--- src/rtl/multicycle_ctrl.sv ---
// Multi-cycle FETCH/DECODE/EXEC/MEM/WB sequencer for the 16-bit CPU datapath.
// It also drives the shared memory port's request and times out stalled transfers.
module multicycle_ctrl #(
  parameter int MEM_WAIT_MAX = 15,
  parameter int CNT_W        = 16
) (
  input  logic             clk,
  input  logic             rst_n,
  input  logic [3:0]       opcode,
  input  logic             reg1_zero,
  input  logic             mem_ack,
  output logic             mem_req,
  output logic             mem_we,
  output logic             mem_addr_sel,
  output logic             ir_we,
  output logic             pc_we,
  output logic             pc_src,
  output logic [2:0]       alu_com,
  output logic             alu_src,
  output logic             reg2_sel,
  output logic             reg_we,
  output logic             wb_sel,
  output logic             halted,
  output logic             err,
  output logic [CNT_W-1:0] retired
);

  localparam int WAIT_W = (MEM_WAIT_MAX < 1) ? 1 : $clog2(MEM_WAIT_MAX + 1);
  localparam logic [WAIT_W-1:0] WAIT_LIMIT = WAIT_W'(MEM_WAIT_MAX);

  localparam logic [3:0] OP_NOP   = 4'd0;
  localparam logic [3:0] OP_LOAD  = 4'd10;
  localparam logic [3:0] OP_STORE = 4'd11;
  localparam logic [3:0] OP_BR    = 4'd12;
  localparam logic [3:0] OP_NOP13 = 4'd13;
  localparam logic [3:0] OP_NOP14 = 4'd14;
  localparam logic [3:0] OP_HALT  = 4'd15;

  typedef enum logic [2:0] {
    S_FETCH,
    S_DECODE,
    S_EXEC,
    S_MEM,
    S_WB,
    S_BRANCH,
    S_HALT,
    S_ERROR
  } state_t;

  typedef struct packed {
    logic       mem_req;
    logic       mem_we;
    logic       mem_addr_sel;
    logic       ir_we;
    logic       pc_we;
    logic       pc_src;
    logic [2:0] alu_com;
    logic       alu_src;
    logic       reg2_sel;
    logic       reg_we;
    logic       wb_sel;
    logic       halted;
    logic       err;
  } ctrl_t;

  state_t            state_reg, state_next;
  logic [3:0]        op_reg, op_next;
  logic [WAIT_W-1:0] wait_cnt_reg, wait_cnt_next;
  logic [CNT_W-1:0]  retired_reg;
  logic              retire;
  ctrl_t             ctrl_dec, ctrl;

  always_comb begin
    state_next    = state_reg;
    op_next       = op_reg;
    wait_cnt_next = wait_cnt_reg;
    retire        = 1'b0;

    case (state_reg)
      S_FETCH: begin
        if (mem_ack) begin
          state_next = S_DECODE;
        end else if (wait_cnt_reg == WAIT_LIMIT) begin
          state_next = S_ERROR;
        end else begin
          wait_cnt_next = wait_cnt_reg + 1'b1;
        end
      end

      S_DECODE: begin
        op_next = opcode;
        case (opcode)
          OP_NOP, OP_NOP13, OP_NOP14: begin
            state_next = S_FETCH;
            retire     = 1'b1;
          end
          OP_HALT: state_next = S_HALT;
          OP_BR:   state_next = S_BRANCH;
          default: state_next = S_EXEC;
        endcase
      end

      S_EXEC: begin
        state_next = ((op_reg == OP_LOAD) || (op_reg == OP_STORE)) ? S_MEM : S_WB;
      end

      S_MEM: begin
        if (mem_ack) begin
          if (op_reg == OP_STORE) begin
            state_next = S_FETCH;
            retire     = 1'b1;
          end else begin
            state_next = S_WB;
          end
        end else if (wait_cnt_reg == WAIT_LIMIT) begin
          state_next = S_ERROR;
        end else begin
          wait_cnt_next = wait_cnt_reg + 1'b1;
        end
      end

      S_WB, S_BRANCH: begin
        state_next = S_FETCH;
        retire     = 1'b1;
      end

      S_HALT:  state_next = S_HALT;
      S_ERROR: state_next = S_ERROR;
      default: state_next = S_ERROR;
    endcase

    // Every memory phase starts with a fresh timeout window.
    if ((state_next != state_reg) && ((state_next == S_FETCH) || (state_next == S_MEM))) begin
      wait_cnt_next = '0;
    end
  end

  always_ff @(posedge clk or negedge rst_n) begin
    if (!rst_n) begin
      state_reg    <= S_FETCH;
      op_reg       <= 4'd0;
      wait_cnt_reg <= '0;
      retired_reg  <= '0;
    end else begin
      state_reg    <= state_next;
      op_reg       <= op_next;
      wait_cnt_reg <= wait_cnt_next;
      if (retire) begin
        retired_reg <= retired_reg + 1'b1;
      end
    end
  end

  always_comb begin
    ctrl_dec = '0;
    case (state_reg)
      S_FETCH: begin
        ctrl_dec.mem_req = 1'b1;
        if (mem_ack) begin
          ctrl_dec.ir_we = 1'b1;
          ctrl_dec.pc_we = 1'b1;
        end
      end

      S_EXEC: begin
        if ((op_reg >= 4'd1) && (op_reg <= 4'd8)) begin
          ctrl_dec.alu_com = 3'(op_reg - 4'd1);
        end
        ctrl_dec.alu_src = (op_reg >= 4'd9) && (op_reg <= OP_STORE);
      end

      S_MEM: begin
        ctrl_dec.mem_req      = 1'b1;
        ctrl_dec.mem_addr_sel = 1'b1;
        ctrl_dec.alu_src      = 1'b1;
        if (op_reg == OP_STORE) begin
          ctrl_dec.mem_we   = 1'b1;
          ctrl_dec.reg2_sel = 1'b1;
        end
      end

      S_WB: begin
        ctrl_dec.reg_we = 1'b1;
        ctrl_dec.wb_sel = (op_reg != OP_LOAD);
      end

      S_BRANCH: begin
        ctrl_dec.pc_src = 1'b1;
        ctrl_dec.pc_we  = reg1_zero;
      end

      S_HALT:  ctrl_dec.halted = 1'b1;
      S_ERROR: ctrl_dec.err    = 1'b1;
      default: ctrl_dec = '0;
    endcase
  end

  // The reset state is FETCH, but nothing may be requested while reset is held.
  assign ctrl = rst_n ? ctrl_dec : '0;

  assign mem_req      = ctrl.mem_req;
  assign mem_we       = ctrl.mem_we;
  assign mem_addr_sel = ctrl.mem_addr_sel;
  assign ir_we        = ctrl.ir_we;
  assign pc_we        = ctrl.pc_we;
  assign pc_src       = ctrl.pc_src;
  assign alu_com      = ctrl.alu_com;
  assign alu_src      = ctrl.alu_src;
  assign reg2_sel     = ctrl.reg2_sel;
  assign reg_we       = ctrl.reg_we;
  assign wb_sel       = ctrl.wb_sel;
  assign halted       = ctrl.halted;
  assign err          = ctrl.err;
  assign retired      = retired_reg;

endmodule

--- config.mk ---
export PLATFORM = sky130hd
export DESIGN_NAME = multicycle_ctrl
export DESIGN_NICKNAME = d
export VERILOG_FILES = /design/src/rtl/multicycle_ctrl.sv
export SDC_FILE = /design/constraint.sdc
export NUM_CORES = 1
export LEC_CHECK = 0
export ABC_CLOCK_PERIOD_IN_PS = 2000
export CORE_MARGIN = 3
export CORE_UTILIZATION = 28
export DETAILED_ROUTE_END_ITERATION = 6
export DONT_BUFFER_PORTS = 1
export PLACE_DENSITY = 0.5
export SYNTH_ARGS = -nofsm -noshare
export SYNTH_HDL_FRONTEND = slang
export SYNTH_SLANG_ARGS = --single-unit
--- constraint.sdc ---
create_clock -name clk -period 2 [get_ports clk]
set_clock_uncertainty 0.2 [all_clocks]
set_input_delay 0.4 -clock clk [delete_from_list [all_inputs] [get_ports clk]]
set_output_delay 0.4 -clock clk [all_outputs]
set_load 0.02 [all_outputs]
**Word level (Yosys, flattened, before mapping)**

Index checks and enable logic that the tools add are counted.

- Register bits after elaboration: 27
- Bits of input ports: 8
- Bits in latches: 0
- Memory bits (read-only): 0
- Memories: 0
- Word-level logic and storage cells: 72
- Bits in writable memories: 0
- Output and inout bits: 31

- $mul: 0
- Reductions and logical operators: 13
- Bitwise logic cells: 0
- $lt $le $gt $ge: 4
- $add $sub $neg: 3
- Muxes and demuxes: 29
- Div/mod/pow operators: 0
- Shifts and indexed selects: 0
- Eq/ne operators: 19

Operator list:

| cell | number |
|---|---|
| 4-bit equality test, second input constant | 7 |
| 3-bit two-way mux | 7 |
| 3-bit one-hot mux with 7 select lines | 1 |
| 16-bit by 1-bit adder with 16-bit output, second input constant | 1 |
| 4-bit two-way mux | 4 |
| 15-bit two-way mux | 1 |
| 3-bit equality test, second input constant | 4 |
| 3-bit by 2-bit equality test with 1-bit output, second input constant | 3 |
| 1-bit two-way mux | 9 |
| 3-bit one-hot mux with 3 select lines | 1 |
| 4-bit less-or-equal comparator, second input constant | 2 |
| 3-bit logical NOT | 2 |
| 2-bit two-way mux | 3 |
| 4-bit by 1-bit adder with 4-bit output, second input constant | 1 |
| 4-bit by 1-bit >= comparator with 1-bit output, second input constant | 1 |
| 4-bit >= comparator, second input constant | 1 |
| 4-bit logical NOT | 1 |
| 2-bit by 1-bit inequality test with 1-bit output, second input constant | 2 |
| 4-bit inequality test, second input constant | 1 |
| 1-bit one-hot mux with 2 select lines | 2 |
| 2-bit OR reduction | 2 |
| 3-bit by 1-bit equality test with 1-bit output, second input constant | 1 |
| 1-bit logical AND | 3 |
| 3-bit inequality test | 1 |
| other kinds (6) | 7 |

**Depth between registers and ports, before layout**

- Depth after elaboration: 9
- Depth in mapped cells: 7
- Gate-level depth less buffers: 7

**Least setup slack after synthesis**

No wires, ideal clock.

- Path type: register to output
- From: register state_reg[0]
- To: output port pc_we
- Stages on the path, launching flop included: 5
- Setup slack: -0.237 ns
- Required time: 1.400 ns
- Data arrival time: 1.637 ns
- Path buffers: 1
- Path through: dfrtp_1 -> or2_2 -> clkbuf_1 -> nor3_1 -> a21o_1

- Longest elaborated chain between the ends: 3
- Elaborated cells between the ends (all ways): 4
- Those cells by class: eq/ne (1); mux (2); reduce/logical (1)

Ends and longest elaborated chain:

| what | RTL line | RTL |
|---|---|---|
| from (decl) | 66 | `state_t state_reg, state_next;` |
| from (signal assigned) | 145 | `state_reg <= state_next;` |
| 3-bit equality test / 3-bit logical NOT (equally long branches) | 156 | `case (state_reg)` |
| 1-bit one-hot mux with 2 select lines * | 156 |  |
| 15-bit two-way mux * | 199 | `assign ctrl = rst_n ? ctrl_dec : '0;` |
| to (decl) | 16 | `output logic pc_we,` |

Mark *: on every way between the ends. The rest lies on a longest branch, timed or not.

**Final worst setup path**

- From: register op_reg[0]
- To: output port alu_com[1]

- Longest elaborated chain between the ends: 5
- Elaborated cells between the ends (all ways): 7
- Those cells by class: add/sub (1); order compare (2); mux (3); reduce/logical (1)

Ends and longest elaborated chain:

| what | RTL line | RTL |
|---|---|---|
| from (decl) | 67 | `logic [3:0] op_reg, op_next;` |
| from (signal assigned) | 146 | `op_reg <= op_next;` |
| 4-bit by 1-bit >= comparator with 1-bit output / 4-bit less-or-equal comparator (equally long branches) | 166 | `if ((op_reg >= 4'd1) && (op_reg <= 4'd8)) begin` |
| 1-bit logical AND | 166 |  |
| 3-bit two-way mux * | 166 |  |
| 3-bit two-way mux * | 156 |  |
| 15-bit two-way mux * | 199 |  |
| to (decl) | 18 | `output logic [2:0] alu_com,` |

Marks and branches as above.

==> reports/qor.txt <==
Final Hold Violating Endpoints -> 0
Synth Area per Inst -> 9.482 sq um
Fillers -> 595
hold slack -> 0.06906 ns
sequential area share after synthesis -> 38.52%
total global-route track usage -> 12.47%
maxcap violations -> 0
core footprint -> 0.005991 sq mm
fin util -> 41.12%
initial antenna violation count -> 0
number of nets in the layout -> 241
first-pass GRT wire length -> 7.431 mm
FF+latch count, synth -> 27
Detailed Route WL -> 4.518 mm
Yosys top cell by area -> dfrtp_1
Final Max Tran Viols -> 0
Synth async-reset ratio -> 100.0%
peak fanout along the critical path -> 4
grt ovf -> 0
setup ws final -> -0.3255 ns
CP Class -> reg2out
I/O pins -> 39
Initial Util -> 29.28%
Final setup violation count -> 23
Netlist Area Pre-Place -> 0.001754 sq mm
worst r2r src -> op_reg[0]
post-DP HPWL -> 3.140 mm
Reg area -> 676.9 sq um
die width -> 85.15 um
Yosys warnings -> 0
Worst-Skew Late Latency -> 0.28 ns
startpoint types -> register
# DRC -> 0
part of the cycle the worst path needs -> 116.3%
synth top area cells -> dfrtp_1, xnor2_1, ha_1
count leader, synth -> dfrtp_1
final antenna-violating net count -> 0
Top FF cell, synth -> dfrtp_1
Rows -> 28
Max Clk Rate -> 430.0 MHz
max FFs per register -> 16
Mapped Cells -> 185
Post-Place Setup Slack -> -0.1251 ns
root buffer cell -> clkbuf_8
full die area -> 0.007251 sq mm
H-tree depth -> 1
Yosys top cell area share -> 38.52%
peak supply drop -> 0.4793 mV
1st-iter DRT viols -> 113
layout cells sized above 1 -> 44.89%
Setup TNS -> -2.817 ns
Die Span Y -> 85.15 um
drt first pass iters -> 4
Clock Sinks -> 27
worst hold path class -> in2reg
RSZ-0062 raised after global routing -> yes
slew at the pin closest to its max-slew limit -> 0.4170 ns
Diodes inserted -> 0
area grow syn2layout -> 40.44%
Post-synth EDFFs -> 0
count of cell types in the netlist -> 51
syn_nets -> 200
CP Capture Type -> output port
Rel. slew slack -> 72.14%
top cells by count, synth -> dfrtp_1, nor2_1, nand2_1
Arr. time, crit path -> 1.73 ns
Leak Pwr -> 1.074 nW
failing checks -> negative setup slack
Via density -> 5.000
vias in the first global route -> 1505
vias -> 1500
clk buf depth -> 2
largest net degree at the start of global routing -> 28
GP Congestion -> 0.7997
crit path time final -> 2.325 ns
HP Start -> opcode[0]
non-filler instance count after layout -> 300
Clock transition at path regs -> 0.09 ns
worst setup path startpoint -> op_reg[0]
WL per Instance -> 15.06 um
placed cell count -> 285
area of the multi-input gates -> 0.001239 sq mm
total CTS buffers -> 3
CP required -> 1.40 ns
CTS tree -> yes
port buffer count -> 0
Power Dens Cells -> 1337 mW/mm^2
status -> complete, but fails checks
==> final cells by class <==
cell class                 instances  share of cell area (%)
clock buffer                       3                   1.676
clock inverter                     1                  0.3047
inverter                           7                   1.067
multi-input combinational        143                   50.28
sequential                        27                   27.48
tap                               75                   3.809
timing repair buffer              44                   15.39
==> cells by family after synthesis <==
| kind of cell | count (synthesis) | synth area share (%) |
|---|---|---|
| simple gates | 89 | 27.60 |
| compound gates | 23 | 10.98 |
| mux | 4 | 2.425 |
| flops | 27 | 38.52 |
| xor+xnor | 20 | 10.41 |
| fa+ha+maj | 7 | 4.993 |
| buf+inv | 15 | 5.064 |
==> per-layer routing <==
layer	part of all wire, %	global-route usage, %	up-vias	wire, um
met2	47	19.21	35	2142
met5	0	0	-	0
met3	5.4	2.718	8	243
met1	45	17.09	727	2050
met4	1.8	4.748	0	80
li1	-	-	730	-
==> power breakdown <==
group          switching, mW  leakage [nW]  total (mW)  internal, mW
clock network          0.185        0.0217       0.326         0.142
registers              0.136         0.351       0.829         0.692
logic                   1.13         0.702        2.14          1.01
total                   1.45          1.07        3.29          1.84
==> cell usage in the layout (no fill, tap or decap), drive strengths merged, types with 2 or more instances in the layout <==
cell type  instances
a21o               2
nor3               9
dfrtp             27
nand4              7
a211oi             4
xor2               8
xnor2             12
buf               43
ha                 7
nand3b             3
nand3              9
or3                2
and2               3
mux2               2
a31oi              2
nor2              20
mux2i              2
or2                3
nand2             16
o21ai              4
nand2b             5
a221oi             2
clkbuf             3
inv                7
and3               5
==> worst max-delay path: stages, from the launching register on <==
cell and delay (ns):
dfrtp_1 0.43, inv_2 0.11, ha_4 0.13, nand2b_1 0.05
a2111o_1 0.53, nor2_4 0.21
==> what timing repair did <==
item	in CTS	in global routing
cloned	0	0
buffers inserted	7	3
gates resized for setup	31	29
pin swaps	17	7
hold buffers	2	0
hold endpoints to repair	27	0
setup endpoints to repair	25	34
==> stage by stage <==
step / power (mW) / area, sq um
floorplan: 1.919 / 1779
global placement: 2.435 / 2058
detailed placement: 2.433 / 2058
CTS: 3.141 / 2332
global route: 3.535 / 2464
finish: 3.293 / 2464
==> path summary, 6_finish.rpt <==
kind	endpoint	slack, ns	depth (start not counted)
setup reg to reg	retired[5]	-0.13	9
min in group asynchronous	retired[11]	0.34	2
hold reg to reg	retired[6]	0.36	2
max in group asynchronous	state_reg[1]	1.08	2
hold / removal	op_reg[0]	0.07	2
setup / recovery	alu_com[1]	-0.33	5
(Power assumes the default switching activity.)
